## src/rtl/loader_pkg.sv

```systemverilog
// Shared definitions for the byte-stream program loader: state encoding,
// frame start byte and header field sizes.
package loader_pkg;

  typedef enum logic [2:0] {
    ST_SYNC = 3'd0,
    ST_ADDR = 3'd1,
    ST_LEN  = 3'd2,
    ST_DATA = 3'd3,
    ST_DONE = 3'd4,
    ST_ERR  = 3'd5
  } state_t;

  localparam logic [7:0] MAGIC_DEFAULT = 8'hA5;

  // Address, length and data words are all 4-byte little-endian fields.
  localparam int unsigned FIELD_BYTES = 4;
  localparam int unsigned LANE_W      = $clog2(FIELD_BYTES);

  function automatic logic in_frame(input state_t s);
    return (s == ST_ADDR) || (s == ST_LEN) || (s == ST_DATA);
  endfunction

endpackage

```

## src/rtl/byte_stream_loader_if.sv

```systemverilog
// Byte stream valid/ready handshake; the master drives bytes, the loader
// (slave) returns in_ready.
interface byte_stream_loader_if;

  logic       in_valid;
  logic [7:0] in_data;
  logic       in_ready;

  modport master (output in_valid, output in_data, input  in_ready);
  modport slave  (input  in_valid, input  in_data, output in_ready);

endinterface

```

## src/rtl/word_assembler.sv

```systemverilog
// Collects four accepted bytes LSB-first into a 32-bit word; word_valid is
// high combinationally in the cycle the fourth byte is presented.
module word_assembler
  import loader_pkg::*;
(
  input  logic        clk,
  input  logic        rst,
  input  logic        clear,
  input  logic        byte_valid,
  input  logic [7:0]  byte_in,
  output logic        word_valid,
  output logic [31:0] word
);

  logic [LANE_W-1:0] lane_q, lane_d;
  logic [23:0]       shift_q, shift_d;

  // Only the three earlier bytes are stored; the top byte comes straight
  // from the input so the word is ready in the lane-3 acceptance cycle.
  assign word_valid = byte_valid && (lane_q == LANE_W'(FIELD_BYTES - 1));
  assign word       = {byte_in, shift_q};

  always_comb begin
    lane_d  = lane_q;
    shift_d = shift_q;
    if (clear) begin
      lane_d = '0;
    end else if (byte_valid) begin
      lane_d  = lane_q + 1'b1;
      shift_d = {byte_in, shift_q[23:8]};
    end
  end

  always_ff @(posedge clk) begin
    if (rst) begin
      lane_q  <= '0;
      shift_q <= '0;
    end else begin
      lane_q  <= lane_d;
      shift_q <= shift_d;
    end
  end

endmodule

```

## src/rtl/byte_stream_loader.sv

```systemverilog
// Program-load front end: parses MAGIC/ADDR/LEN framed byte streams and
// emits one-cycle word writes on the load port, with busy/done/err status.
module byte_stream_loader
  import loader_pkg::*;
#(
  parameter int unsigned MAX_WORDS      = 4096,
  parameter int unsigned TIMEOUT_CYCLES = 65535,
  parameter logic [7:0]  MAGIC          = MAGIC_DEFAULT
) (
  input  logic                 clk,
  input  logic                 rst,
  byte_stream_loader_if.slave  in_if,
  input  logic                 restart,
  output logic                 load_en,
  output logic [31:0]          load_addr,
  output logic [31:0]          load_data,
  output logic                 busy,
  output logic                 done,
  output logic                 err
);

  localparam int unsigned IDLE_W = $clog2(TIMEOUT_CYCLES + 1);

  state_t            state_q, state_d;
  logic [31:0]       base_q, base_d;
  logic [31:0]       len_q, len_d;
  logic [31:0]       idx_q, idx_d;
  logic [IDLE_W-1:0] idle_q, idle_d;
  logic              load_en_q, load_en_d;
  logic [31:0]       load_addr_q, load_addr_d;
  logic [31:0]       load_data_q, load_data_d;

  logic        in_ready;
  logic        accept;
  logic        field_valid;
  logic        word_valid;
  logic [31:0] word;
  logic        asm_clear;

  assign in_ready       = (state_q != ST_DONE) && (state_q != ST_ERR);
  assign in_if.in_ready = in_ready;
  assign accept         = in_if.in_valid && in_ready;
  assign field_valid    = accept && in_frame(state_q);
  assign asm_clear      = (state_d != state_q);

  word_assembler u_asm (
    .clk        (clk),
    .rst        (rst),
    .clear      (asm_clear),
    .byte_valid (field_valid),
    .byte_in    (in_if.in_data),
    .word_valid (word_valid),
    .word       (word)
  );

  // Next-state and datapath; every field transition fires only on an
  // accepted byte, so it never collides with the idle timeout.
  always_comb begin
    state_d     = state_q;
    base_d      = base_q;
    len_d       = len_q;
    idx_d       = idx_q;
    idle_d      = idle_q;
    load_en_d   = 1'b0;
    load_addr_d = load_addr_q;
    load_data_d = load_data_q;

    if (in_frame(state_q)) begin
      if (accept) begin
        idle_d = '0;
      end else if (idle_q == IDLE_W'(TIMEOUT_CYCLES - 1)) begin
        idle_d  = '0;
        state_d = ST_ERR;
      end else begin
        idle_d = idle_q + 1'b1;
      end
    end

    case (state_q)
      ST_SYNC: begin
        if (accept && (in_if.in_data == MAGIC)) state_d = ST_ADDR;
      end
      ST_ADDR: begin
        if (word_valid) begin
          base_d  = word;
          state_d = (word[1:0] != 2'b00) ? ST_ERR : ST_LEN;
        end
      end
      ST_LEN: begin
        if (word_valid) begin
          len_d = word;
          idx_d = '0;
          if (word == 32'd0)                 state_d = ST_DONE;
          else if (word > 32'(MAX_WORDS))    state_d = ST_ERR;
          else                               state_d = ST_DATA;
        end
      end
      ST_DATA: begin
        if (word_valid) begin
          load_en_d   = 1'b1;
          load_addr_d = base_q + {idx_q[29:0], 2'b00};
          load_data_d = word;
          idx_d       = idx_q + 32'd1;
          if (idx_q == len_q - 32'd1) state_d = ST_DONE;
        end
      end
      ST_DONE, ST_ERR: begin
        if (restart) begin
          state_d = ST_SYNC;
          idx_d   = '0;
          idle_d  = '0;
        end
      end
      default: state_d = ST_SYNC;
    endcase
  end

  always_ff @(posedge clk) begin
    if (rst) begin
      state_q     <= ST_SYNC;
      base_q      <= '0;
      len_q       <= '0;
      idx_q       <= '0;
      idle_q      <= '0;
      load_en_q   <= 1'b0;
      load_addr_q <= '0;
      load_data_q <= '0;
    end else begin
      state_q     <= state_d;
      base_q      <= base_d;
      len_q       <= len_d;
      idx_q       <= idx_d;
      idle_q      <= idle_d;
      load_en_q   <= load_en_d;
      load_addr_q <= load_addr_d;
      load_data_q <= load_data_d;
    end
  end

  assign load_en   = load_en_q;
  assign load_addr = load_addr_q;
  assign load_data = load_data_q;
  assign busy      = in_frame(state_q);
  assign done      = (state_q == ST_DONE);
  assign err       = (state_q == ST_ERR);

endmodule

```

## src/flat_wrapper.sv

```systemverilog
// flat-port wrapper written by rule: the top's interface ports become plain ports
module byte_stream_loader_flat import loader_pkg::*;
#(
  parameter int unsigned MAX_WORDS      = 4096,
  parameter int unsigned TIMEOUT_CYCLES = 65535,
  parameter logic [7:0]  MAGIC          = MAGIC_DEFAULT
)
  (clk, rst, restart, load_en, load_addr, load_data, busy, done, err, in_if_in_valid, in_if_in_data, in_if_in_ready);
  byte_stream_loader_if in_if_i ();
  input  logic clk;
  input  logic rst;
  input  logic restart;
  output logic load_en;
  output logic [31:0] load_addr;
  output logic [31:0] load_data;
  output logic busy;
  output logic done;
  output logic err;
  input wire logic [$bits(in_if_i.in_valid)-1:0] in_if_in_valid;
  input wire logic [$bits(in_if_i.in_data)-1:0] in_if_in_data;
  output wire logic [$bits(in_if_i.in_ready)-1:0] in_if_in_ready;
  assign in_if_i.in_valid = in_if_in_valid;
  assign in_if_i.in_data = in_if_in_data;
  assign in_if_in_ready = in_if_i.in_ready;
  byte_stream_loader #(.MAX_WORDS(MAX_WORDS), .TIMEOUT_CYCLES(TIMEOUT_CYCLES), .MAGIC(MAGIC)) u_core (.clk(clk), .rst(rst), .in_if(in_if_i), .restart(restart), .load_en(load_en), .load_addr(load_addr), .load_data(load_data), .busy(busy), .done(done), .err(err));
endmodule
```

## config.mk

```make
export PLATFORM = sky130hd
export DESIGN_NAME = byte_stream_loader_flat
export DESIGN_NICKNAME = d
export VERILOG_FILES = /design/src/rtl/loader_pkg.sv /design/src/rtl/byte_stream_loader_if.sv /design/src/rtl/word_assembler.sv /design/src/rtl/byte_stream_loader.sv /design/src/flat_wrapper.sv
export SDC_FILE = /design/constraint.sdc
export NUM_CORES = 1
export LEC_CHECK = 0
export CAP_MARGIN = 15
export CORE_MARGIN = 5
export CORE_UTILIZATION = 53
export DETAILED_ROUTE_END_ITERATION = 10
export HOLD_SLACK_MARGIN = 0.06
export PLACE_DENSITY = 0.88
export SYNTH_ARGS = -nofsm -noshare
export SYNTH_HDL_FRONTEND = slang
export SYNTH_SLANG_ARGS = --single-unit
```

## constraint.sdc

```tcl
create_clock -name clk -period 3 [get_ports clk]
set_clock_uncertainty 0.05 [all_clocks]
set_input_delay 0.3 -clock clk [delete_from_list [all_inputs] [get_ports clk]]
set_output_delay 0.3 -clock clk [all_outputs]
set_load 0.03 [all_outputs]
```

---- Word level (Yosys, flattened, before mapping) ----
Cells that the tools add are included.
storage, ports and cells
  word-level logic and storage cells ...... 75
  output and inout bits ................... 69
  input bits .............................. 12
  flip-flop bits (word level) ............. 206
operators by class
  muxes and demuxes ....................... 23
  bitwise logic cells ..................... 2
  eq/ne operators ......................... 15
  add/sub/neg operators ................... 5
  $lt $le $gt $ge ......................... 1
  reduce and logical (&&, ||, !) cells .... 19
operator list
  operator                                                                           count
  32-bit two-way mux                                                                 3
  32-bit case mux with 3 select lines                                                1
  16-bit two-way mux                                                                 5
  3-bit two-way mux                                                                  12
  32-bit by 1-bit adder with 32-bit output, second input constant                    1
  32-bit adder                                                                       1
  32-bit == test                                                                     1
  32-bit by 13-bit greater-than comparator with 1-bit output, second input constant  1
  32-bit zero test                                                                   1
  32-bit by 1-bit subtractor with 32-bit output, second input constant               1
  16-bit by 1-bit adder with 16-bit output, second input constant                    1
  16-bit == test, second input constant                                              1
  3-bit case mux with 5 select lines                                                 1
  8-bit == test, second input constant                                               1
  2-bit AND reduction                                                                4
  3-bit by 2-bit == test with 1-bit output, second input constant                    2
  3-bit == test, second input constant                                               2
  2-bit inequality test, second input constant                                       3
  3-bit inequality test, second input constant                                       2
  2-bit OR reduction                                                                 3
  1-bit logical AND                                                                  5
  4-bit AND reduction                                                                1
  3-bit by 1-bit == test with 1-bit output, second input constant                    1
  3-bit zero test                                                                    1
  8 further kinds                                                                    10

---- Logic depth before layout (Yosys ltp) ----
  depth in word-level cells ............... 11
  mapped depth ............................ 13
  depth with buffers taken out ............ 11

---- Cells and area by module ----
Synthesis repeated with hierarchy kept, for this count alone.
second synthesis, totals
  cell total of the unflattened synthesis .. 1346
  area total of the unflattened synthesis .. 10767.8 µm²
by module, submodules not included
  module              cells each  area each (µm²)  times used
  byte_stream_loader  1240        9615.5           1
  word_assembler      106         1152.4           1

---- Worst setup path after synthesis ----
No wires, ideal clock.
  kind .................................... reg2reg
  start ................................... register u_core.idx_q[6]
  end ..................................... register u_core.load_addr_q[29], in the netlist u_core.load_addr[29]
  buffers on the path ..................... 0
  stages on the path, launching flop included .. 10
  setup time .............................. 117 ps
  path slack .............................. 60 ps
  data required time ...................... 2833 ps
  data arrival time ....................... 2773 ps
  cells stage by stage .................... dfxtp_1 ha_1 a2111oi_0 o21ai_0 a21oi_1 nor3_1 o311ai_0 a21oi_1 or3_1 a32o_1
between the ends
  word-level cells in the longest chain between the ends .. 1
ends and longest elaborated chain
  item                    RTL line                   source
  from (decl)             byte_stream_loader.sv:27   logic [31:0] idx_q, idx_d;
  from (signal assigned)  byte_stream_loader.sv:132  idx_q <= idx_d;
  32-bit adder            byte_stream_loader.sv:101  load_addr_d = base_q + {idx_q[29:0], 2'b00};
  to (signal assigned)    byte_stream_loader.sv:135  load_addr_q <= load_addr_d;
  to (decl)               byte_stream_loader.sv:30   logic [31:0] load_addr_q, load_addr_d;
No other way between the ends.
A chain may end at the register's enable or synchronous reset.

---- Worst setup path after layout ----
  start ................................... register u_core.len_q[6]
  end ..................................... register u_core.u_asm.shift_q[13]
between the ends
  word-level cells in the longest chain between the ends .. 8
ends and longest elaborated chain
  item                                           RTL line                   source
  from (decl)                                    byte_stream_loader.sv:26   logic [31:0] len_q, len_d;
  from (signal assigned)                         byte_stream_loader.sv:131  len_q <= len_d;
  32-bit by 1-bit subtractor with 32-bit output  byte_stream_loader.sv:104  if (idx_q == len_q - 32'd1) state_d = ST_DONE;
  32-bit == test                                 byte_stream_loader.sv:104
  3-bit two-way mux                              byte_stream_loader.sv:104
  3-bit two-way mux                              byte_stream_loader.sv:99   if (word_valid) begin
  3-bit case mux with 5 select lines             byte_stream_loader.sv:79   case (state_q)
  3-bit inequality test                          byte_stream_loader.sv:44   assign asm_clear = (state_d != state_q);
  1-bit inverter (no line)                       n/a
  2-bit AND reduction (no line)                  n/a
  to (signal assigned)                           word_assembler.sv:40       shift_q <= shift_d;
  to (decl)                                      word_assembler.sv:16       logic [23:0] shift_q, shift_d;
No other way between the ends.

==> results by group <==
Routing
  • DRC errors left: 0
  • TritonRoute pass-1 iters: 7
  • Vias per cell: 6.00
  • Drt initial violations: 1118
  • Wire per inst: 18.0 um
  • WL final: 32100 um
  • Detail Route Antenna Nets: 0
  • Via count: 10700

Layout
  • Area grow syn2layout: 24.9%
  • N_diodes: 0
  • Final #Nets: 1549
  • Layout cell share with drive strength beyond 1: 13.1%
  • Fillcell total: 1557

Status
  • Status: finished with violations
  • Failing checks: setup timing

STA
  • Final Critical Period: 3.04 ns
  • Final hold vios: 0
  • Fmax: 0.329 GHz
  • Max Transition Viols Final: 0
  • Final WS setup: -0.0404 ns
  • Rel. slew slack: 52.1%
  • Setup TNS: -0.217 ns
  • Slew @ Worst Pin: 0.719 ns
  • RSZ-0062 raised after global routing: true
  • Period utilisation layout: 101%
  • Final setup violation count: 11

Yosys
  • Flops & latches, synth: 206
  • Primary FF master, synth: dfxtp_1
  • EDFF count, synth: 0
  • Post-Syn Nets: 1403
  • Mapped Area: 10700 um^2
  • Ys async rst share: 0%
  • Syn Inst Count: 1356
  • Top post-synthesis cells by area: dfxtp_1, nand2_1, a21oi_1
  • Synth cell types: 71
  • Most frequent cell after synthesis: nand2_1
  • Synth cell count leaders: nand2_1, dfxtp_1, a21oi_1, nor2_1, clkbuf_1
  • Syn. warnings: 0
  • Synth top area share: 38.5%
  • Avg Synthesized Cell Area: 7.89 um^2
  • Yosys top cell by area: dfxtp_1
  • Register area share after synthesis: 38.5%

Worst setup path
  • Worst EP arrival: 3.43 ns
  • Crit path capture type: flip-flop
  • Reg2reg path depth: 11
  • Worst path required time: 3.39 ns
  • Crit start category: flip-flop
  • R2r startpoint: u_core.len_q[6]
  • R2R Setup Slk: -0.04 ns
  • Kind of critical path: flip-flop to flip-flop
  • Reg-to-reg endpoint: u_core.u_asm.shift_q[13]
  • Crit Path Max Fanout: 5

Hold path
  • Hold wc startpoint: rst
  • Worst Hold Path EP: u_core.load_addr[24]
  • Hold crit path type: input port to flip-flop
  • WHS Path Cells: 2

Global routing
  • Remaining global-route overflow: 0
  • Initial antenna violation count: 0
  • Gr usage total: 25.3%
  • Vias in the first global route: 10200
  • First-pass GRT wire length: 49900 um
  • Largest net degree at the start of global routing: 77

Clock tree
  • CTS Sinks: 206
  • Reg clk slew, reported paths: 0.06 ns
  • CTS tree: done
  • # H-tree levels: 1
  • Clock latency on the worst-skew pair: 0.52 ns
  • Clk root buf: clkbuf_16
  • CTS buffer count: 22
  • Hold_buf cts: 0
  • CTS max path bufs: 3

Die
  • Initial core utilization: 53.4%
  • Std cell rows: 52
  • Ports: 81
  • Die width: 152 um
  • Core area: 20000 um^2
  • Die height: 152 um
  • Die ar.: 23100 um^2

Pwr
  • Total chip power: 5.51 mW
  • P per Cell Area: 412 nW/um^2
  • Leakage: 5.03 nW
  • IR drop worst, VDD: 0.394 mV

Placed design
  • PortBufs: 80
  • Detailed Place HPWL: 21700 um
  • Placer Congestion: 0.926

Run
  • Max Cap Viol: 0
## worst max-delay path, stage by stage (launching register included)
cell and delay (ns):
dfxtp_2 0.34, nor4_4 0.36, buf_4 0.20, buf_4 0.12
nand4_1 0.15, nor3_1 0.32, o211ai_1 0.19, nor4_2 0.23
nand4_1 0.26, a32o_2 0.38, clkbuf_16 0.18, mux2i_1 0.18
## layout make-up
type | count | area, um^2 | share of cell area (%)
Sequential cell | 206 | 4140 | 30.9
Tap cell | 270 | 338 | 2.53
Timing Repair Buffer | 188 | 1710 | 12.8
Clock buffer | 31 | 624 | 4.67
Inverter | 22 | 82.6 | 0.618
Multi-Input combinational cell | 1062 | 6400 | 47.9
Clock inverter | 8 | 83.8 | 0.627
## power by group
group	internal (mW)	switching, mW	leakage (nW)
logic	0.0379	0.0745	3.03
clock network	1.54	1.12	0.339
registers	2.73	0.000160	1.66
## cell families after synthesis
kind of cell               synth area share, %
AOI/OAI and AO/OA                         15.9
and+or+nand+nor                           28.1
adders and majority gates                 4.16
muxes                                     2.71
buffers and inverters                     3.32
xor gates and xnor gates                  7.28
DFF                                       38.5
## repair_timing
action | CTS | global route
pin swaps | 3 | 14
gates resized for setup | 2 | 48
cloned | 0 | 3
buffers inserted | 0 | 12
setup endpoints to repair | 25 | 36
## sequential cells by signal, summed over array words and instances, names as in the netlist
signal                flops
u_core.base_q            32
u_core.idx_q             32
u_core.len_q             32
u_core.load_addr         32
u_core.load_data         32
u_core.u_asm.shift_q     24
u_core.idle_q            16
u_core.state_q            3
u_core.u_asm.lane_q       2
u_core.load_en            1
## layout by cell type (no fill, tap or decap), types with 6 or more instances in the layout
| master | netlist | routed |
|---|---|---|
| a211oi_1 | 13 | 10 |
| a21o_1 | 11 | 11 |
| a21oi_1 | 160 | 158 |
| and2_1 | 6 | 6 |
| and3_1 | 12 | 12 |
| buf_4 | 0 | 100 |
| clkbuf_16 | 0 | 24 |
| clkdlybuf4s50_1 | 0 | 79 |
| dfxtp_1 | 206 | 198 |
| dfxtp_2 | 0 | 7 |
| ha_1 | 34 | 33 |
| inv_1 | 22 | 21 |
| mux2i_1 | 29 | 29 |
| nand2_1 | 270 | 268 |
| nand2b_1 | 43 | 42 |
| nand3_1 | 29 | 28 |
| nand3b_1 | 7 | 7 |
| nand4_1 | 27 | 27 |
| nor2_1 | 118 | 118 |
| nor2b_1 | 8 | 7 |
| nor3_1 | 30 | 24 |
| nor3b_1 | 11 | 10 |
| nor4_1 | 21 | 17 |
| o21a_1 | 6 | 6 |
| o21ai_0 | 28 | 26 |
| or3_1 | 19 | 18 |
| xnor2_1 | 47 | 47 |
| xor2_1 | 42 | 42 |
## worst max-delay path by stage
stage | from | endpoint | cells past startpoint
after detailed placement | in_if_in_valid | u_core.u_asm.shift_q[1] | 10
final | u_core.len_q[6] | u_core.u_asm.shift_q[13] | 11
after floorplan | u_core.idx_q[6] | u_core.load_addr[29] | 9
after CTS | u_core.len_q[11] | u_core.u_asm.shift_q[12] | 11
after global placement | in_if_in_valid | u_core.u_asm.shift_q[11] | 10
after global routing | u_core.len_q[6] | u_core.u_asm.shift_q[15] | 11
## per-stage QoR
stage          utilization, %  worst slack [ns]  std cells  instance area (um^2)  hold WS [ns]
2_1_floorplan               -            0.0600       1356                 10700         0.382
3_3_place_gp             61.6           -0.0615       1734                 12300         0.387
3_5_place_dp             61.6            -0.127       1734                 12300         0.394
4_1_cts                  65.2            0.0138       1773                 13100         0.271
5_1_grt                  66.7            -0.229       1787                 13400         0.314
6_report                 66.7           -0.0404       1787                 13400         0.280
## metal layers
layer / global-route usage, % / vias up / part of all wire (%)
met5: 0 / - / 0
met4: 9.46 / 0 / 4.3
met3: 5.26 / 125 / 8.5
met2: 42.1 / 544 / 47
met1: 32.5 / 5013 / 40
li1: - / 5033 / -
Power figures use the tool's default switching activity.
